===== config.mk =====
export PLATFORM = sky130hd
export DESIGN_NAME = axil_data_bridge
export DESIGN_NICKNAME = d
export VERILOG_FILES = /design/src/rtl/cpu_pkg.sv /design/src/rtl/axil_data_bridge.sv
export SDC_FILE = /design/constraint.sdc
export NUM_CORES = 1
export LEC_CHECK = 0
export BUFFER_PORTS_ARGS = -buffer_cell sky130_fd_sc_hd__buf_2
export CAP_MARGIN = 20
export CORE_MARGIN = 10
export CORE_UTILIZATION = 45
export CTS_BUF_LIST = sky130_fd_sc_hd__clkbuf_4
export DETAILED_ROUTE_END_ITERATION = 7
export MAX_ROUTING_LAYER = met4
export PLACE_DENSITY = 0.8
export SYNTH_ARGS = -nofsm -noshare
export SYNTH_HDL_FRONTEND = slang
export SYNTH_SLANG_ARGS = --single-unit

===== constraint.sdc =====
create_clock -name aclk -period 3.5 [get_ports aclk]
set_input_delay 0.175 -clock aclk [delete_from_list [all_inputs] [get_ports aclk]]
set_output_delay 0.175 -clock aclk [all_outputs]
set_load 0.1 [all_outputs]

===== src/rtl/cpu_pkg.sv =====
// -----------------------------------------------------------------------------
// cpu_pkg
// Shared types and constants for the CPU data-port to AXI4-Lite bridge.
//   bridge_state_t  : bridge FSM state encoding
//   AXI_RESP_*      : AXI4-Lite response codes
// -----------------------------------------------------------------------------
package cpu_pkg;

  typedef enum logic [2:0] {
    IDLE    = 3'd0,
    WR_REQ  = 3'd1,
    WR_RESP = 3'd2,
    RD_REQ  = 3'd3,
    RD_RESP = 3'd4
  } bridge_state_t;

  localparam logic [1:0] AXI_RESP_OKAY   = 2'b00;
  localparam logic [1:0] AXI_RESP_SLVERR = 2'b10;
  localparam logic [1:0] AXI_RESP_DECERR = 2'b11;

endpackage


===== src/rtl/axil_data_bridge.sv =====
// -----------------------------------------------------------------------------
// axil_data_bridge
// Converts the CPU core's BRAM-style data port into single-beat AXI4-Lite
// transactions, one at a time. Completion is signalled by a one-cycle
// data_ready pulse (with data_err) so the core can stall until it arrives.
//
// Ports
//   aclk, areset        : clock, asynchronous active-high reset
//   addr_data           : request byte address (word aligned internally)
//   data_out_data       : write data from the core
//   we_data             : byte enables, nonzero = write, zero = read
//   en_data             : request strobe, only looked at in IDLE
//   data_in_data        : registered read data back to the core
//   data_ready          : one-cycle completion pulse
//   data_err            : response was not OKAY (valid with data_ready)
//   busy                : transaction in flight
//   aw*/w*/b*/ar*/r*    : AXI4-Lite master channels
// -----------------------------------------------------------------------------
module axil_data_bridge
  import cpu_pkg::*;
#(
  parameter int ADDR_W = 32,
  parameter int DATA_W = 32
) (
  input  logic                  aclk,
  input  logic                  areset,
  // CPU data port
  input  logic [ADDR_W-1:0]     addr_data,
  input  logic [DATA_W-1:0]     data_out_data,
  input  logic [DATA_W/8-1:0]   we_data,
  input  logic                  en_data,
  output logic [DATA_W-1:0]     data_in_data,
  output logic                  data_ready,
  output logic                  data_err,
  output logic                  busy,
  // AXI write address
  output logic [ADDR_W-1:0]     awaddr,
  output logic [2:0]            awprot,
  output logic                  awvalid,
  input  logic                  awready,
  // AXI write data
  output logic [DATA_W-1:0]     wdata,
  output logic [DATA_W/8-1:0]   wstrb,
  output logic                  wvalid,
  input  logic                  wready,
  // AXI write response
  input  logic [1:0]            bresp,
  input  logic                  bvalid,
  output logic                  bready,
  // AXI read address
  output logic [ADDR_W-1:0]     araddr,
  output logic [2:0]            arprot,
  output logic                  arvalid,
  input  logic                  arready,
  // AXI read data
  input  logic [DATA_W-1:0]     rdata,
  input  logic [1:0]            rresp,
  input  logic                  rvalid,
  output logic                  rready
);

  // Mask that clears the two byte-offset bits of the request address.
  localparam logic [ADDR_W-1:0] ALIGN_MASK = ~(ADDR_W'(3));

  bridge_state_t           r_state;
  logic [ADDR_W-1:0]       r_addr;
  logic [DATA_W-1:0]       r_wdata;
  logic [DATA_W/8-1:0]     r_wstrb;
  logic                    r_aw_done;
  logic                    r_w_done;
  logic                    r_awvalid;
  logic                    r_wvalid;
  logic                    r_arvalid;
  logic                    r_data_ready;
  logic                    r_data_err;
  logic [DATA_W-1:0]       r_data_in;

  logic                    w_aw_hs;
  logic                    w_w_hs;
  logic                    w_aw_complete;
  logic                    w_w_complete;

  // A write channel counts as complete if it finished on an earlier edge
  // or is finishing on this one.
  assign w_aw_hs       = r_awvalid & awready;
  assign w_w_hs        = r_wvalid & wready;
  assign w_aw_complete = r_aw_done | w_aw_hs;
  assign w_w_complete  = r_w_done | w_w_hs;

  always_ff @(posedge aclk or posedge areset) begin
    if (areset) begin
      r_state      <= IDLE;
      r_addr       <= '0;
      r_wdata      <= '0;
      r_wstrb      <= '0;
      r_aw_done    <= 1'b0;
      r_w_done     <= 1'b0;
      r_awvalid    <= 1'b0;
      r_wvalid     <= 1'b0;
      r_arvalid    <= 1'b0;
      r_data_ready <= 1'b0;
      r_data_err   <= 1'b0;
      r_data_in    <= '0;
    end else begin
      // Completion flags are pulses; they only rise on the finishing edge.
      r_data_ready <= 1'b0;
      r_data_err   <= 1'b0;

      case (r_state)
        IDLE: begin
          if (en_data) begin
            r_addr    <= addr_data & ALIGN_MASK;
            r_wdata   <= data_out_data;
            r_wstrb   <= we_data;
            r_aw_done <= 1'b0;
            r_w_done  <= 1'b0;
            if (we_data != '0) begin
              r_awvalid <= 1'b1;
              r_wvalid  <= 1'b1;
              r_state   <= WR_REQ;
            end else begin
              r_arvalid <= 1'b1;
              r_state   <= RD_REQ;
            end
          end
        end

        WR_REQ: begin
          // AW and W may complete in either order or together.
          if (w_aw_hs) begin
            r_awvalid <= 1'b0;
            r_aw_done <= 1'b1;
          end
          if (w_w_hs) begin
            r_wvalid <= 1'b0;
            r_w_done <= 1'b1;
          end
          if (w_aw_complete && w_w_complete) begin
            r_aw_done <= 1'b0;
            r_w_done  <= 1'b0;
            r_state   <= WR_RESP;
          end
        end

        WR_RESP: begin
          if (bvalid) begin
            r_data_ready <= 1'b1;
            r_data_err   <= (bresp != AXI_RESP_OKAY);
            r_state      <= IDLE;
          end
        end

        RD_REQ: begin
          if (arready) begin
            r_arvalid <= 1'b0;
            r_state   <= RD_RESP;
          end
        end

        RD_RESP: begin
          if (rvalid) begin
            // Read data is returned even on an error response.
            r_data_in    <= rdata;
            r_data_ready <= 1'b1;
            r_data_err   <= (rresp != AXI_RESP_OKAY);
            r_state      <= IDLE;
          end
        end

        default: begin
          r_awvalid <= 1'b0;
          r_wvalid  <= 1'b0;
          r_arvalid <= 1'b0;
          r_state   <= IDLE;
        end
      endcase
    end
  end

  // Response-channel readies and busy decode straight from the state
  // register, so they are free of combinational glitches.
  assign bready       = (r_state == WR_RESP);
  assign rready       = (r_state == RD_RESP);
  assign busy         = (r_state != IDLE);

  assign awaddr       = r_addr;
  assign araddr       = r_addr;
  assign wdata        = r_wdata;
  assign wstrb        = r_wstrb;
  assign awvalid      = r_awvalid;
  assign wvalid       = r_wvalid;
  assign arvalid      = r_arvalid;
  assign awprot       = 3'b000;
  assign arprot       = 3'b000;
  assign data_in_data = r_data_in;
  assign data_ready   = r_data_ready;
  assign data_err     = r_data_err;

endmodule


==> impl_results.md, run 1 <==
- Run status: finished, final reports clean
- Number of buffers on the longest clock path: 2
- 1st-iter DRT viols: 183
- CTS tree: built
- First-pass GRT wire length: 23300 um
- Total Wirelength: 14900 um
- Yosys warning count: 0
- Number of global-route vias before repair: 4282
- Clock buffer count from CTS: 9
- Crit path arrival time: 1880 ps
- Launching element type of the critical path: flop
- Final setup violation count: 0
- Die area: 0.0144 sq mm
- Port Buf Inserts: 245
- Cell count of the worst reg-to-reg path: 3
- Critical Path Sink Type: output pin
- Avg Synthesized Cell Area: 14.5 sq um
- Share of final-layout standard cells stronger than drive strength 1: 0.561
- Worst Hold Margin: 93.8 ps
- Area Overhead vs Synth: 51.0%
- Critical Path Max Stage Delay: 560 ps
- Top Ports: 258
- Placeable Area: 0.00973 sq mm
- Average routed wire per standard cell: 19.4 um
- Sequential Area: 0.00270 sq mm
- Class of the most critical hold timing path: in2reg
- Tightest slew margin relative to the limit: 0.550
- Residual DRC: 0
- Aggregate negative setup slack: 0 ps
- Detailed placement HPWL: 9750 um
- Reg clk slew, reported paths: 140 ps
- Hold Path Origin: wready
- Net total in the final layout: 741
- Hold path cells: 4
- Prevailing post-synth register cell: sky130_fd_sc_hd__dfrtp_1
- Largest net degree at the start of global routing: 67
- Count of filler cells inserted in the layout: 656
- RSZ-0062 raised after global routing: false
- Gate count after technology mapping: 309
- Pre-antenna DRT Iters: 4
- Top cells by area, synth: sky130_fd_sc_hd__dfrtp_1 (60%), sky130_fd_sc_hd__mux2_2 (23%), sky130_fd_sc_hd__buf_4 (7.4%)
- Fraction of the cycle the final worst path needs: 0.588
- Via density per instance: 4.76
- Library cells used by synthesis: 32
- Horizontal die dimension: 120 um
- Vias post-DR: 3653
- Beginning of the critical path: r_state[0]
- Top library cells by usage in the layout, fill and taps aside: sky130_fd_sc_hd__buf_2 (245), sky130_fd_sc_hd__dfrtp_1 (108), sky130_fd_sc_hd__dlygate4sd3_1 (105)
- Area of the multi-input gates: 0.00142 sq mm
- Worst skew pair latency: 430 ps
- Yosys top cell by area: sky130_fd_sc_hd__dfrtp_1
- ANT nets after route: 0
- Overall Global Routing Usage: 0.210
- Critical path cell sequence: nor2_2 > nand2_1 > inv_1 > buf_2
- Number of clock sinks seen by CTS: 108
- Number of maximum-capacitance constraint violations: 0
- Height of the die: 120 um
- Remaining Overflow, GRT: 0
- Final Max Tran Viols: 0
- Synthesis-stage register bit count: 108
- Number of antenna violations at the first check in global routing: 2
- Clock period minus final worst setup slack: 2060 ps
- Async S/R FF share, synth: 1.00
- Crit path setup slack, layout: 1440 ps
- Setup Fix Bufs, Post-CTS: 0
- CP max stage cell: sky130_fd_sc_hd__dfrtp_1
- CTS HTree Levels: 3
- Reg-to-Reg Start: r_state[0]
- Worst clock skew: 22.4 ps
- Post-placement setup slack: 1510 ps
- Final weighted congestion in routability-driven placement: 0.818
- Number of flops mapped to enable cells by yosys: 0
- Number of standard-cell rows in the floorplan: 36
- Sequential share of the synthesized area: 0.602
- Max Clock Freq: 486 MHz
- Hold Vio Cnt, Final: 0
- Area share of the leading cell type in the synthesized netlist: 0.602
- Type of the worst setup path: reg2out
- Initial cell density of the core: 0.462
- Transition time at the pin with the least slew margin: 669 ps
- Worst Path Max Fanout: 13
- Leading cell type in the layout, fill and taps excluded: sky130_fd_sc_hd__buf_2
- Root Buffer: sky130_fd_sc_hd__clkbuf_4
- Data required time at the worst endpoint: 3320 ps
- Summed instance area of the synthesized netlist: 0.00449 sq mm
[metrics by stage]
stage                     std cells   util  instance area, sq um
after floorplan                 318      -                  4530
after global placement          646  0.573                  5580
after detailed placement        646  0.573                  5580
after CTS                       766  0.697                  6780
after global routing            768  0.697                  6780
final                           768  0.697                  6780
[routing by layer]
metal,up-vias,wire [um],global-route usage
met5,-,0,-
met4,0,378,0.0958
met3,29,1100,0.0624
met2,178,8130,0.378
met1,1775,5270,0.204
li1,1671,-,-
[registers in the layout, summed over array words and instances, names as in the netlist]
| name | flops |
|---|---|
| wvalid | 1 |
| data_ready | 1 |
| r_state | 3 |
| arvalid | 1 |
| r_aw_done | 1 |
| araddr | 30 |
| wstrb | 4 |
| awvalid | 1 |
| wdata | 32 |
| data_in_data | 32 |
| r_w_done | 1 |
| data_err | 1 |
[layout make-up]
cell class	count	area share
sequential	108	0.399
inverter	4	0.00258
antenna	2	0.000738
tap	133	0.0245
clock inverter	6	0.0118
multi-input combinational	152	0.210
clock buffer	9	0.00996
timing repair buffer	354	0.342
[worst paths after layout]
path | end | slack, ps
min in group asynchronous | araddr[29] | 220
hold / removal | r_aw_done | 90
setup reg to reg | araddr[16] | 1490
max in group asynchronous | araddr[25] | 2400
setup / recovery | rready | 1440
hold reg to reg | wdata[6] | 500
[cells by family (layout without fill, tap and decap cells)]
group,count (synthesis),after routing,share of synthesized area
AO/OA/AOI/OAI,20,20,0.0306
buffers and inverters,58,373,0.0891
flip-flops,108,108,0.602
multiplexers,99,99,0.248
other,1,12,0.000835
AND/OR/NAND/NOR,23,23,0.0295
[Yosys cell counts (2+ instances only)]
cell	number
sky130_fd_sc_hd__mux2_2	90
sky130_fd_sc_hd__mux2_1	9
sky130_fd_sc_hd__inv_1	4
sky130_fd_sc_hd__nor2_1	4
sky130_fd_sc_hd__o2bb2ai_1	3
sky130_fd_sc_hd__a31oi_1	2
sky130_fd_sc_hd__dfrtp_1	108
sky130_fd_sc_hd__o22ai_1	2
sky130_fd_sc_hd__nand2_1	8
sky130_fd_sc_hd__o22a_1	2
sky130_fd_sc_hd__buf_2	7
sky130_fd_sc_hd__buf_4	44
sky130_fd_sc_hd__nand2b_1	2
sky130_fd_sc_hd__a21oi_1	6
[critical path, delay by kind of cell, from the launching register on]
family,cells,cell delay (ps)
buffers and inverters,2,490
DFF,1,560
and+or+nand+nor,2,410
[timing repair]
action | in CTS | in global routing
hold endpoints to repair | 123 | 0
setup endpoints to repair | 0 | 0
resized for setup | 0 | 0
hold buffers | 105 | 0
Power of run 1 is left out: the tool's default activity adds up to more than one toggle a clock period on the data nets, which glitch-free logic cannot reach.
==> inputs of run 2 (changes only) <==
Settings changed: CORE_UTILIZATION 45 to 41, PLACE_DENSITY 0.8 to 0.77.
Clock period 3.5 ns to 1.8 ns, I/O delays scaled along.
==> run 2 against run 1 <==
Compared with the run above: final cell count rose by 2.1%; first-iteration DRC count decreased by 11%; sequential share of layout area is 0.77 points lower; critical path type is now in2reg; cell area is 2.0% higher; clock skew fell by 10 ps; critical endpoint is now data_err; hold slack worse by 25 ps.
==> impl_results.md, run 2 (synthesized netlist as in run 1, its figures left out) <==
- Remaining Overflow, GRT: 0 (unchanged)
- Placeable Area: 0.0108 sq mm (was 0.00973 sq mm)
- Max Clock Freq: 565 MHz
- Buf+Inv Stages, Crit Path: 4 (was 2)
- Critical path cell sequence: dlygate4sd3_1 > buf_2 > nor2_1 > dlygate4sd3_1 > o22ai_1 > dlygate4sd3_1 (was nor2_2 > nand2_1 > inv_1 > buf_2)
- ANT nets after route: 0 (unchanged)
- Die area: 0.0155 sq mm (was 0.0144 sq mm)
- CP max stage cell: sky130_fd_sc_hd__dlygate4sd3_1 (was sky130_fd_sc_hd__dfrtp_1)
- Initial cell density of the core: 0.416 (was 0.462)
- Number of clock sinks seen by CTS: 108 (unchanged)
- Fraction of the cycle the final worst path needs: 0.983
- Number of buffers on the longest clock path: 2 (unchanged)
- Critical path's most frequent cell: sky130_fd_sc_hd__dlygate4sd3_1
- Instance area at placement: 0.00567 sq mm (was 0.00558 sq mm)
- First-pass GRT wire length: 21300 um (was 23300 um)
- Clock buffer count from CTS: 9 (unchanged)
- Net total in the final layout: 750 (was 741)
- Port Buf Inserts: 245 (unchanged)
- Hold Vio Cnt, Final: 0 (unchanged)
- Critical Path Max Stage Delay: 590 ps (was 560 ps)
- Clock period minus final worst setup slack: 1770 ps
- Final non-filler cell area: 0.00692 sq mm (was 0.00678 sq mm)
- CTS HTree Levels: 3 (unchanged)
- Number of standard-cell rows in the floorplan: 38 (was 36)
- Critical Path Sink Type: flop (was output pin)
- Horizontal die dimension: 125 um (was 120 um)
- Detailed placement HPWL: 9140 um (was 9750 um)
- Reg-to-Reg Start: r_state[0] (unchanged)
- Final setup violation count: 0 (unchanged)
- Class of the most critical hold timing path: in2reg (unchanged)
- Termination of the worst setup path: data_err (was rready)
- Number of maximum-capacitance constraint violations: 0 (unchanged)
- Worst skew pair latency: 450 ps (was 430 ps)
- Endpoint of the worst register-to-register path: r_state[2] (was araddr[16])
- Top library cells by usage in the layout, fill and taps aside: sky130_fd_sc_hd__buf_2 (242), sky130_fd_sc_hd__dlygate4sd3_1 (108), sky130_fd_sc_hd__dfrtp_1 (107) (was sky130_fd_sc_hd__buf_2 (245), sky130_fd_sc_hd__dfrtp_1 (108), sky130_fd_sc_hd__dlygate4sd3_1 (105))
- Setup Fix Bufs, Post-CTS: 0 (unchanged)
- Vias post-DR: 3601 (was 3653)
- Final Max Tran Viols: 0 (unchanged)
- Number of antenna violations at the first check in global routing: 2 (unchanged)
- CTS tree: built (unchanged)
- Tightest slew margin relative to the limit: 0.637 (was 0.550)
- Beginning of the critical path: rresp[1] (was r_state[0])
- Area Overhead vs Synth: 54.0% (was 51.0%)
- Reg clk slew, reported paths: 150 ps (was 140 ps)
- 1st-iter DRT viols: 162 (was 183)
- Residual DRC: 0 (unchanged)
- Pre-antenna DRT Iters: 6 (was 4)
- Cell Count Post-Placement: 659 (was 646)
- Launching element type of the critical path: input port (was flop)
- Via density per instance: 4.59 (was 4.76)
- Crit-path leading delay family: buffers and inverters (was flip-flops)
- Worst Path Max Fanout: 1 (was 13)
- Data required time at the worst endpoint: 2140 ps (was 3320 ps)
- Height of the die: 125 um (was 120 um)
- Number of global-route vias before repair: 4047 (was 4282)
- Worst Hold Margin: 69.1 ps (was 93.8 ps)
- Register-to-register path setup slack: 70 ps (was 1490 ps)
- Overall Global Routing Usage: 0.173 (was 0.210)
- Top Ports: 258 (unchanged)
- Post-layout instance count excluding filler cells: 784 (was 768)
- Stages on worst setup path: 6 (was 4)
- Share of final-layout standard cells stronger than drive strength 1: 0.570 (was 0.561)
- Cell count of the worst reg-to-reg path: 6 (was 3)
- Average routed wire per standard cell: 17.4 um (was 19.4 um)
- Transition time at the pin with the least slew margin: 544 ps (was 669 ps)
- Total Wirelength: 13600 um (was 14900 um)
- Worst clock skew: 12.1 ps (was 22.4 ps)
- Type of the worst setup path: in2reg (was reg2out)
- Root Buffer: sky130_fd_sc_hd__clkbuf_4 (unchanged)
- RSZ-0062 raised after global routing: true (was false)
- Final weighted congestion in routability-driven placement: 0.804 (was 0.818)
- Largest net degree at the start of global routing: 109 (was 67)
- Run status: finished, final reports clean (unchanged)
- Crit path arrival time: 2110 ps (was 1880 ps)
- Leading cell type in the layout, fill and taps excluded: sky130_fd_sc_hd__buf_2 (unchanged)
[run 2: cell count changes in the layout (fill, tap and decap cells not counted), sizes merged]
cell / before / now
clkinv: 3 / 2
clkbuf: 9 / 10
clkinvlp: 1 / 3
buf: 249 / 255
bufinv: 2 / 1
dlygate4sd3: 105 / 108
inv: 4 / 3
[run 2: area by class of cell]
class	instances	area (sq um)
Timing Repair Buffer	363	2450
Clock buffer	10	75.1
Fill cell	788	3870
Tap cell	140	175
Multi-Input combinational cell	152	1440
Inverter	4	18.8
Clock inverter	5	53.8
Antenna cell	2	5.00
Sequential cell	108	2700
[run 2: worst min path at each step]
| stage | startpoint | endpoint | slack, ps | depth (start not counted) |
|---|---|---|---|---|
| after floorplan | rvalid | r_state[2] | 200 | 1 |
| after global placement | areset | wdata[19] | 290 | 3 |
| after detailed placement | areset | araddr[13] | 310 | 3 |
| after CTS | en_data | r_w_done | 10 | 3 |
| after global routing | en_data | r_aw_done | 60 | 3 |
| final | en_data | r_w_done | 70 | 3 |
[run 2: timing repair]
item | 4_1_cts | 5_1_grt
cloned | 0 | 0
hold buffers | 108 | 0
endpoints found under the setup margin | 3 | 4
endpoints found under the hold margin | 215 | 0
resized for setup | 6 | 6
[run 2: routing by layer]
layer | vias to the layer above | part of all wire | GRT usage
met5 | - | 0 | -
met4 | 0 | 0.020 | 0.0569
met3 | 20 | 0.077 | 0.0587
met2 | 169 | 0.52 | 0.299
met1 | 1724 | 0.38 | 0.183
li1 | 1688 | - | -
[run 2: tightest hold or removal path, stage by stage]
cell	delay, ps
sky130_fd_sc_hd__buf_2	120
sky130_fd_sc_hd__o21ai_0	130
sky130_fd_sc_hd__o2bb2ai_1	150
[run 2: per-stage QoR]
stage	utilization	setup TNS [ps]	setup WS, ps
after global placement	0.525	0	188
final	0.641	0	31.2
after floorplan	-	-86.9	-86.9
after detailed placement	0.525	0	152
after global routing	0.641	-30.5	-30.5
after CTS	0.639	0	2.55
Power of run 2 is left out for the same reason.
==> inputs of run 3 (changes only) <==
Settings changed: BUFFER_PORTS_ARGS -buffer_cell sky130_fd_sc_hd__buf_2 to not set, CORE_UTILIZATION 41 to 59, DONT_BUFFER_PORTS set to 1, PLACE_DENSITY 0.77 to 0.76.
==> run 3 against run 2 <==
Compared with the run above: the run now fails in clock tree synthesis; area after synthesis unchanged; synthesized cell count did not move.
==> impl_results.md, run 3 <==
- Number of buffers on the longest clock path: 2 (unchanged)
- Initial cell density of the core: 0.613 (was 0.416)
- Gate count after technology mapping: 309 (unchanged)
- Height of the die: 107 um (was 125 um)
- CTS HTree Levels: 3 (unchanged)
- Instance area at placement: 0.00533 sq mm (was 0.00567 sq mm)
- Root Buffer: sky130_fd_sc_hd__clkbuf_4 (unchanged)
- Port Buf Inserts: 0 (was 245)
- Cell Count Post-Placement: 481 (was 659)
- Prevailing post-synth register cell: sky130_fd_sc_hd__dfrtp_1 (unchanged)
- Number of clock sinks seen by CTS: 108 (unchanged)
- Total of cells resized after clock tree synthesis: 0 (was 6)
- Stage at which the run stopped: clock tree synthesis
- Top cells by area, synth: sky130_fd_sc_hd__dfrtp_1 (60%), sky130_fd_sc_hd__mux2_2 (23%), sky130_fd_sc_hd__buf_4 (7.4%) (unchanged)
- Tool error: [ERROR RSZ-0060] Max buffer count reached.
- Count of hold buffers inserted by post-cts repair: 101 (was 108)
- Setup Fix Bufs, Post-CTS: 0 (unchanged)
- Yosys warning count: 0 (unchanged)
- Async S/R FF share, synth: 1.00 (unchanged)
- Clock buffer count from CTS: 9 (unchanged)
- Commonest cells post-synth: sky130_fd_sc_hd__dfrtp_1 (108), sky130_fd_sc_hd__mux2_2 (90), sky130_fd_sc_hd__buf_4 (44), sky130_fd_sc_hd__mux2_1 (9), sky130_fd_sc_hd__nand2_1 (8) (unchanged)
- Sequential share of the synthesized area: 0.602 (unchanged)
- Run status: aborted with a tool error (was finished, final reports clean)
- Library cells used by synthesis: 32 (unchanged)
- Top Ports: 258 (unchanged)
- Final weighted congestion in routability-driven placement: 0.825 (was 0.804)
- Yosys top cell by area: sky130_fd_sc_hd__dfrtp_1 (unchanged)
- Number of standard-cell rows in the floorplan: 31 (was 38)
- Area share of the leading cell type in the synthesized netlist: 0.602 (unchanged)
- Summed instance area of the synthesized netlist: 0.00449 sq mm (unchanged)
- Detailed placement HPWL: 9400 um (was 9140 um)
- Number of flops mapped to enable cells by yosys: 0 (unchanged)
- Horizontal die dimension: 107 um (was 125 um)
- Dominant cell by count in the synthesized netlist: sky130_fd_sc_hd__dfrtp_1 (unchanged)
- Synthesis-stage register bit count: 108 (unchanged)
- Avg Synthesized Cell Area: 14.5 sq um (unchanged)
[run 3: stage by stage]
| step | hold WS (ps) | setup TNS [ps] | worst slack, ps |
|---|---|---|---|
| 2_1_floorplan | 199 | -86.9 | -86.9 |
| 3_3_place_gp | 92.2 | 0 | 193 |
| 3_5_place_dp | 92.5 | 0 | 158 |
[run 3: cell families after synthesis]
group | after synthesis | synth area share
flip-flops | 108 | 0.602
multiplexers | 99 | 0.248
buffers and inverters | 58 | 0.0891
AND/OR/NAND/NOR | 23 | 0.0295
AO/OA/AOI/OAI | 20 | 0.0306
other | 1 | 0.000835
==> inputs of run 4 (changes only) <==
Settings changed: CORE_UTILIZATION 59 to 40, CTS_BUF_LIST sky130_fd_sc_hd__clkbuf_4 to not set, MAX_ROUTING_LAYER met4 to not set, PLACE_DENSITY 0.76 to not set, PLACE_DENSITY_LB_ADDON set to 0.15.
Clock period 1.8 ns to 2.3 ns, I/O delays scaled along.
==> run 4 against run 3 <==
Compared with the run above: area after synthesis did not move; synthesized cell count did not move; the flow again stops in clock tree synthesis.
==> impl_results.md, run 4 <==
- Total of cells resized after clock tree synthesis: 0 (unchanged)
- Summed instance area of the synthesized netlist: 0.00449 sq mm (unchanged)
- Root Buffer: sky130_fd_sc_hd__clkbuf_16 (was sky130_fd_sc_hd__clkbuf_4)
- Number of clock sinks seen by CTS: 108 (unchanged)
- Number of buffers on the longest clock path: 2 (unchanged)
- Detailed placement HPWL: 8340 um (was 9400 um)
- Count of hold buffers inserted by post-cts repair: 101 (unchanged)
- Top Ports: 258 (unchanged)
- Yosys top cell by area: sky130_fd_sc_hd__dfrtp_1 (unchanged)
- Area share of the leading cell type in the synthesized netlist: 0.602 (unchanged)
- Yosys warning count: 0 (unchanged)
- Clock buffer count from CTS: 9 (unchanged)
- Sequential share of the synthesized area: 0.602 (unchanged)
- Dominant cell by count in the synthesized netlist: sky130_fd_sc_hd__dfrtp_1 (unchanged)
- Synthesis-stage register bit count: 108 (unchanged)
- Tool error: [ERROR RSZ-0060] Max buffer count reached. (unchanged)
- Async S/R FF share, synth: 1.00 (unchanged)
- Stage at which the run stopped: clock tree synthesis (unchanged)
- Run status: aborted with a tool error (unchanged)
- Number of flops mapped to enable cells by yosys: 0 (unchanged)
- Number of standard-cell rows in the floorplan: 38 (was 31)
- Avg Synthesized Cell Area: 14.5 sq um (unchanged)
- Top cells by area, synth: sky130_fd_sc_hd__dfrtp_1 (60%), sky130_fd_sc_hd__mux2_2 (23%), sky130_fd_sc_hd__buf_4 (7.4%) (unchanged)
- Prevailing post-synth register cell: sky130_fd_sc_hd__dfrtp_1 (unchanged)
- Final weighted congestion in routability-driven placement: 0.729 (was 0.825)
- Height of the die: 126 um (was 107 um)
- Horizontal die dimension: 126 um (was 107 um)
- Setup Fix Bufs, Post-CTS: 0 (unchanged)
- Initial cell density of the core: 0.411 (was 0.613)
- Gate count after technology mapping: 309 (unchanged)
- CTS HTree Levels: 3 (unchanged)
- Library cells used by synthesis: 32 (unchanged)
- Port Buf Inserts: 0 (unchanged)
- Commonest cells post-synth: sky130_fd_sc_hd__dfrtp_1 (108), sky130_fd_sc_hd__mux2_2 (90), sky130_fd_sc_hd__buf_4 (44), sky130_fd_sc_hd__mux2_1 (9), sky130_fd_sc_hd__nand2_1 (8) (unchanged)
## run 4: cell counts after synthesis
No cell type changed its count.
## run 4: kinds of logic after synthesis
logic type	share of synthesized area
buffers and inverters	0.0891
and+or+nand+nor	0.0295
other	0.000835
AOI/OAI and AO/OA	0.0306
muxes	0.248
DFF	0.602
## run 4: metrics by stage
step | cell area (sq um) | utilization | setup WS [ps] | cells
2_1_floorplan | 4530 | - | -56.1 | 318
3_3_place_gp | 4790 | 0.438 | 487 | 453
3_5_place_dp | 4790 | 0.438 | 435 | 453
